File: src/rtl/fetch_pc_unit.sv
// Instruction-fetch stage: PC register, 1-cycle synchronous imem interface, IF/ID register
// with a 1-entry skid buffer, and branch redirect with flush/misalign/statistics.
module fetch_pc_unit #(
  parameter int unsigned      WIDTH    = 32,
  parameter logic [WIDTH-1:0] RESET_PC = 32'h0000_0000,
  parameter int unsigned      CNT_W    = 16
) (
  input  logic             clk,
  input  logic             reset,
  input  logic             stall,
  input  logic             br_taken,
  input  logic [WIDTH-1:0] br_target,
  output logic [WIDTH-1:0] imem_addr,
  output logic             imem_req,
  input  logic [31:0]      imem_rdata,
  output logic [WIDTH-1:0] id_pc,
  output logic [31:0]      id_inst,
  output logic             id_valid,
  output logic             flush,
  output logic             misalign,
  output logic [CNT_W-1:0] redirect_cnt
);

  localparam logic [31:0] NOP = 32'h0000_0013;

  logic [WIDTH-1:0] pc_q, pc_d;
  logic             pend_v_q, pend_v_d;
  logic [WIDTH-1:0] pend_pc_q, pend_pc_d;
  logic             skid_v_q, skid_v_d;
  logic [WIDTH-1:0] skid_pc_q, skid_pc_d;
  logic [31:0]      skid_inst_q, skid_inst_d;
  logic             id_valid_q, id_valid_d;
  logic [WIDTH-1:0] id_pc_q, id_pc_d;
  logic [31:0]      id_inst_q, id_inst_d;
  logic             flush_q, flush_d;
  logic             misalign_q, misalign_d;
  logic [CNT_W-1:0] cnt_q, cnt_d;
  logic             req_s;

  assign req_s = ~stall & ~br_taken;

  // Next-state logic for PC, in-flight tracking, skid buffer and IF/ID register.
  always_comb begin
    pc_d        = pc_q;
    pend_v_d    = pend_v_q;
    pend_pc_d   = pend_pc_q;
    skid_v_d    = skid_v_q;
    skid_pc_d   = skid_pc_q;
    skid_inst_d = skid_inst_q;
    id_valid_d  = id_valid_q;
    id_pc_d     = id_pc_q;
    id_inst_d   = id_inst_q;
    flush_d     = 1'b0;
    misalign_d  = 1'b0;
    cnt_d       = cnt_q;
    if (br_taken) begin
      // Redirect wins over stall: drop every wrong-path word and restart at the aligned target.
      pc_d       = {br_target[WIDTH-1:2], 2'b00};
      pend_v_d   = 1'b0;
      skid_v_d   = 1'b0;
      id_valid_d = 1'b0;
      id_inst_d  = NOP;
      flush_d    = 1'b1;
      misalign_d = (br_target[1:0] != 2'b00);
      cnt_d      = (&cnt_q) ? cnt_q : cnt_q + {{(CNT_W-1){1'b0}}, 1'b1};
    end else begin
      if (req_s) begin
        pc_d      = pc_q + WIDTH'(4);
        pend_v_d  = 1'b1;
        pend_pc_d = pc_q;
      end else begin
        pend_v_d  = 1'b0;
      end
      if (stall) begin
        if (pend_v_q) begin
          skid_v_d    = 1'b1;
          skid_pc_d   = pend_pc_q;
          skid_inst_d = imem_rdata;
        end else begin
          skid_v_d    = skid_v_q;
        end
      end else if (skid_v_q) begin
        id_valid_d = 1'b1;
        id_pc_d    = skid_pc_q;
        id_inst_d  = skid_inst_q;
        skid_v_d   = 1'b0;
      end else if (pend_v_q) begin
        id_valid_d = 1'b1;
        id_pc_d    = pend_pc_q;
        id_inst_d  = imem_rdata;
      end else begin
        id_valid_d = 1'b0;
      end
    end
  end

  // State registers; reset clears everything immediately, discarding any in-flight word.
  always_ff @(posedge clk or posedge reset) begin
    if (reset) begin
      pc_q        <= RESET_PC;
      pend_v_q    <= 1'b0;
      pend_pc_q   <= '0;
      skid_v_q    <= 1'b0;
      skid_pc_q   <= '0;
      skid_inst_q <= 32'h0000_0000;
      id_valid_q  <= 1'b0;
      id_pc_q     <= '0;
      id_inst_q   <= NOP;
      flush_q     <= 1'b0;
      misalign_q  <= 1'b0;
      cnt_q       <= '0;
    end else begin
      pc_q        <= pc_d;
      pend_v_q    <= pend_v_d;
      pend_pc_q   <= pend_pc_d;
      skid_v_q    <= skid_v_d;
      skid_pc_q   <= skid_pc_d;
      skid_inst_q <= skid_inst_d;
      id_valid_q  <= id_valid_d;
      id_pc_q     <= id_pc_d;
      id_inst_q   <= id_inst_d;
      flush_q     <= flush_d;
      misalign_q  <= misalign_d;
      cnt_q       <= cnt_d;
    end
  end

  assign imem_addr    = pc_q;
  assign imem_req     = req_s;
  assign id_pc        = id_pc_q;
  assign id_inst      = id_inst_q;
  assign id_valid     = id_valid_q;
  assign flush        = flush_q;
  assign misalign     = misalign_q;
  assign redirect_cnt = cnt_q;

endmodule

File: config.mk
export PLATFORM = sky130hd
export DESIGN_NAME = fetch_pc_unit
export DESIGN_NICKNAME = d
export VERILOG_FILES = /design/src/rtl/fetch_pc_unit.sv
export SDC_FILE = /design/constraint.sdc
export NUM_CORES = 1
export LEC_CHECK = 0
export ABC_AREA = 1
export BUFFER_PORTS_ARGS = -buffer_cell sky130_fd_sc_hd__buf_2
export CAP_MARGIN = 10
export CORE_AREA = 3 3 149 151
export DETAILED_ROUTE_END_ITERATION = 10
export DIE_AREA = 0 0 152 154
export PLACE_DENSITY = 0.67
export SLEW_MARGIN = 0
export SYNTH_ARGS = -nofsm -noshare
export SYNTH_HDL_FRONTEND = slang
export SYNTH_SLANG_ARGS = --single-unit
File: constraint.sdc
create_clock -name clk -period 6.7 [get_ports clk]
set_input_delay 0.335 -clock clk [delete_from_list [all_inputs] [get_ports clk]]
set_output_delay 0.335 -clock clk [all_outputs]
set_load 0.03 [all_outputs]
---- Word-level counts from Yosys, hierarchy flattened ----
Index checks and enable logic that the tools add are counted.
operators by class
  muxes and demuxes ....................... 19
  equal/unequal tests ..................... 2
  reduce and logical (&&, ||, !) cells .... 10
  add/subtract/negate cells ............... 2
  bitwise logic cells ..................... 4
operators with widths
  kind                                           number
  two-way mux 32 bit                             8
  adder 32 x 3 -> 32 bit, second input constant  1
  adder 16 x 1 -> 16 bit, second input constant  1
  AND reduction 16 bit                           1
  two-way mux 1 bit                              11
  AND reduction 2 bit                            3
  AND reduction 3 bit                            2
  nonzero test 2 bit                             3
  != test 3 x 1 -> 1 bit, second input constant  1
  NOT 1 bit                                      3
  nonzero test 3 bit                             1
  != test 2 x 1 -> 1 bit, second input constant  1
  bitwise AND 1 bit                              1
storage, ports and cells
  output and inout port bits .............. 116
  flip-flop bits (word level) ............. 213
  logic and storage cells ................. 49
  input port bits ......................... 68

---- Depth between registers and ports, before layout ----
  depth after elaboration ................. 4
  mapped depth ............................ 9
  mapped depth without buffers ............ 9

---- Worst setup path after synthesis ----
No wires, ideal clock.
  path kind ............................... register -> register
  start point ............................. register cnt_q[0] (netlist: redirect_cnt[0])
  end point ............................... register cnt_q[5] (netlist: redirect_cnt[5])
  required time ........................... 6.560 ns
  cell stages (with the launch flop) ...... 7
  buffers on the path ..................... 0
  library setup time ...................... 0.140 ns
  arrival time ............................ 1.570 ns
  slack ................................... 4.990 ns
  path through ............................ dfrtp_1 -> ha_1 -> inv_1 -> nor2_1 -> nand2_1 -> o21ai_1 -> o21ai_0
on the way
  word-level cells in the longest chain between the ends .. 3
  elaborated cells between the ends (all ways) .. 4
  classes of those cells .................. add/sub: 1; bitwise: 1; reduce/logical: 2
ends and longest elaborated chain
  what                                                            line  source
  start: declaration                                              37    logic [CNT_W-1:0] cnt_q, cnt_d;
  start signal: assignment                                        124   cnt_q <= cnt_d;
  branches (longest 3 deep; another with adder 16 x 1 -> 16 bit)  -
Parallel ways; which one is timed is not known.
A chain may end at the register's enable or synchronous reset.

---- Worst setup path after layout ----
  start point ............................. input br_taken
  end point ............................... register skid_inst_q[3]
on the way
  word-level cells in the longest chain between the ends .. 2
ends and longest elaborated chain
  what                           line  source
  start: declaration             11    input logic br_taken,
  NOT 1 bit (no line)            -
  AND reduction 3 bit (no line)  -
  end signal: assignment         118   skid_inst_q <= skid_inst_d;
  end: declaration               31    logic [31:0] skid_inst_q, skid_inst_d;
Every way passes these cells.

==> flow_metrics.py <==
metrics = {
    "status": {
        "status": "completed",
    },
    "worst_setup_path": {
        "cp.depth": 6,
        "max_stage_delay_ps": 770,
        "crit_buf_inv": 3,
        "rrSetupSlack_ps": 4640,
        "cpMaxStageDelayCell": "nand2_4",
        "critPathRequiredTime_ps": 7090,
        "worst-setup-path-type": "primary input to register",
        "end_kind": "register",
        "critPathArrivalTime_ps": 2640,
        "cp_max_fo": 117,
        "startpoint_type": "primary input",
        "crit_chain": "buf_2 > inv_4 > nand2_4 > inv_4 > nand2_4 > mux2_2",
        "rr_worst_depth": 5,
        "critical-path-top-delay-family": "simple AND/OR/NAND/NOR gates",
    },
    "yosys": {
        "synth_most_common_cell": "nand2_1",
        "synth_top_area_cell": "dfrtp_1",
        "yosysSeqAreaShare_pct": 54.32,
        "synth_ff_type": "dfrtp_1",
        "synthTopCellsByArea": "dfrtp_1, nand2_1, o21ai_0",
        "synth.cell_area_um2": 9452,
        "synth_edf_count": 0,
        "synthArstFlopShare_pct": 100.0,
        "ys_ff_latch": 205,
        "ys_top_cells_by_count": "nand2_1, dfrtp_1, nor2_1",
        "synth.top_cell.area_share_pct": 53.48,
        "synthCells": 1152,
        "ys_types": 37,
        "syn_area_per_cell_um2": 8.204,
        "ys_warn_count": 0,
    },
    "route": {
        "firstDrtPassIters": 5,
        "drcViolationCount": 0,
        "drtAntennaViolNets": 0,
        "wl_per_cell_um": 14.93,
        "vias": 8043,
        "wirelength_mm": 23.87,
        "drtIter0Drc": 666,
        "via_per_inst": 5.033,
    },
    "floorplan": {
        "die_y_um": 154,
        "start_util_pct": 45.10,
        "row_count": 53,
        "core-area_um2": 20960,
        "die-width_um": 152,
        "num_io_pins": 184,
        "die_area_um2": 23410,
    },
    "clocking": {
        "cts_tree": "yes",
        "clkLatencyLatePin_ps": 510,
        "numCtsBuffers": 23,
        "cts-root-buf": "clkbuf_16",
        "htree_num_levels": 1,
        "clockBufferDepth": 3,
        "hold_buffers": 0,
        "clock-sinks": 205,
        "cts_setup_buffers": 0,
        "cts_resized": 0,
        "cts.clk_slew.worst_paths_ps": 60,
    },
    "power": {
        "p_leak_nw": 5.593,
        "switching_share_pct": 31.58,
        "p_int_mw": 2.470,
        "p_sw_mw": 1.140,
        "power.density_nw_per_um2": 320.8,
        "pwr-share-clk_pct": 36.0,
        "p_comb_share_pct": 19.8,
        "seq_power_share_pct": 44.2,
        "ir_drop_mv": 0.1901,
    },
    "global_routing": {
        "antenna_found_initial": 0,
        "grtUsageMet3_pct": 3.490,
        "grtUsageMet2_pct": 30.00,
        "grt_overflow": 0,
        "grt_use_met1_pct": 29.93,
        "grt.total_usage_pct": 19.80,
        "grt_max_degree": 137,
        "busiest_layer": "met2",
        "grt_pass1_vias": 7467,
        "grt_pass1_wl_mm": 38.94,
    },
    "flow_run": {
        "maxCapViolations": 0,
    },
    "cells_and_area": {
        "final_nets": 1376,
        "syn_to_final_growth_pct": 19.06,
        "layout-drive-gt1-share_pct": 18.75,
        "antenna_cells": 0,
        "fill_cells": 1961,
        "multi_input_area_um2": 3649,
        "seqCellArea_um2": 5134,
    },
    "timing": {
        "fin_ws_ps": 4451,
        "finalSetupViolCount": 0,
        "slew_viol_final": 0,
        "tightest_slew_ps": 1092,
        "slew_headroom_pct": 27.22,
        "post-route-min-period_ps": 2249,
        "rsz0062_at_grt": "no",
        "finClkSkew_ps": 7.752,
        "min_period_over_period_pct": 33.57,
        "hold_viol": 0,
        "setup_tns_ps": 0,
        "max_freq_mhz": 444.6,
    },
    "place": {
        "io_buffer_count": 179,
        "hpwlAfterDp_mm": 16.10,
        "gp_congestion": 0.8950,
        "pre_cts_ws_ps": 3909,
    },
    "worst_hold_path": {
        "hold_path_class": "primary input to asynchronous set/reset pin",
    },
}
==> registers in the layout, indices dropped and copies added, names as in the netlist <==
name          count
skid_pc_q        30
id_valid          1
skid_inst_q      32
misalign          1
id_pc            30
pend_v_q          1
skid_v_q          1
id_inst          32
flush             1
imem_addr        30
pend_pc_q        30
redirect_cnt     16
==> logic make-up after synthesis <==
logic type / synth area share [%]
flip-flops: 54.32
buffers and inverters: 7.202
other: 0.03968
multiplexers: 1.258
adder cells (fa/ha/maj): 0.2647
XOR/XNOR: 0.8339
AO/OA/AOI/OAI: 12.05
AND/OR/NAND/NOR: 24.04
==> cell usage in the layout, fill, tap and decap left out, drive strengths merged, types with 5 or more instances in the layout <==
cell,Yosys,final
a31oi,33,33
buf,35,184
xnor2,5,5
mux2,7,7
nand3b,8,8
o211ai,6,6
nand3,46,46
a21oi,24,24
inv,103,104
nor2,130,130
nand4,17,17
dfrtp,202,202
clkinv,0,5
o21ai,145,145
nand2,345,345
clkbuf,23,32
==> power groups by stage <==
stage | registers (mW) | logic [mW] | clock network [mW]
after CTS | 1.59 | 0.725 | 1.33
after global placement | 1.61 | 0.707 | 0
after detailed placement | 1.61 | 0.722 | 0
final | 1.59 | 0.716 | 1.30
after global routing | 1.63 | 0.797 | 1.38
after floorplan | 1.78 | 0.318 | 0
==> final timing paths <==
path                                                   from                     endpoint
max in group asynchronous                             reset    skid_pc_q[23]$_DFFE_PP0P_
worst max-delay path                               br_taken   skid_inst_q[3]$_DFFE_PP0P_
worst min-delay path                                  reset  redirect_cnt[3]$_DFFE_PP0P_
min in group clk                              br_target[17]    imem_addr[17]$_DFFE_PP0N_
worst min register to register  skid_inst_q[10]$_DFFE_PP0P_  skid_inst_q[10]$_DFFE_PP0P_
worst max register to register           pend_v_q$_DFF_PP0_      id_inst[29]$_DFFE_PP0P_
==> stage by stage <==
| step | cell area [µm²] | hold WS [ps] | cells | power, mW | util [%] |
|---|---|---|---|---|---|
| 3_3_place_gp | 10450 | 460.4 | 1555 | 2.315 | 49.87 |
| 6_report | 11250 | 2.080 | 1598 | 3.610 | 53.70 |
| 2_1_floorplan | 9463 | 366.4 | 1155 | 2.097 | - |
| 5_1_grt | 11250 | 56.96 | 1598 | 3.802 | 53.70 |
| 4_1_cts | 11240 | 46.80 | 1597 | 3.647 | 53.65 |
| 3_5_place_dp | 10450 | 468.6 | 1555 | 2.337 | 49.87 |
==> per-layer routing <==
metal / vias to the layer above / part of all wire [%]
met3: 34 / 6.7
met5: - / 0
li1: 4035 / -
met4: 0 / 1.8
met1: 3705 / 48
met2: 269 / 43
==> area by class of cell <==
cell class	instances	share of cell area, %
Multi-Input combinational cell	789	32.42
Timing Repair Buffer	184	8.328
Tap cell	275	3.058
Clock buffer	32	5.859
Clock inverter	10	1.167
Sequential cell	205	45.62
Inverter	103	3.547
(Power assumes the default switching activity.)
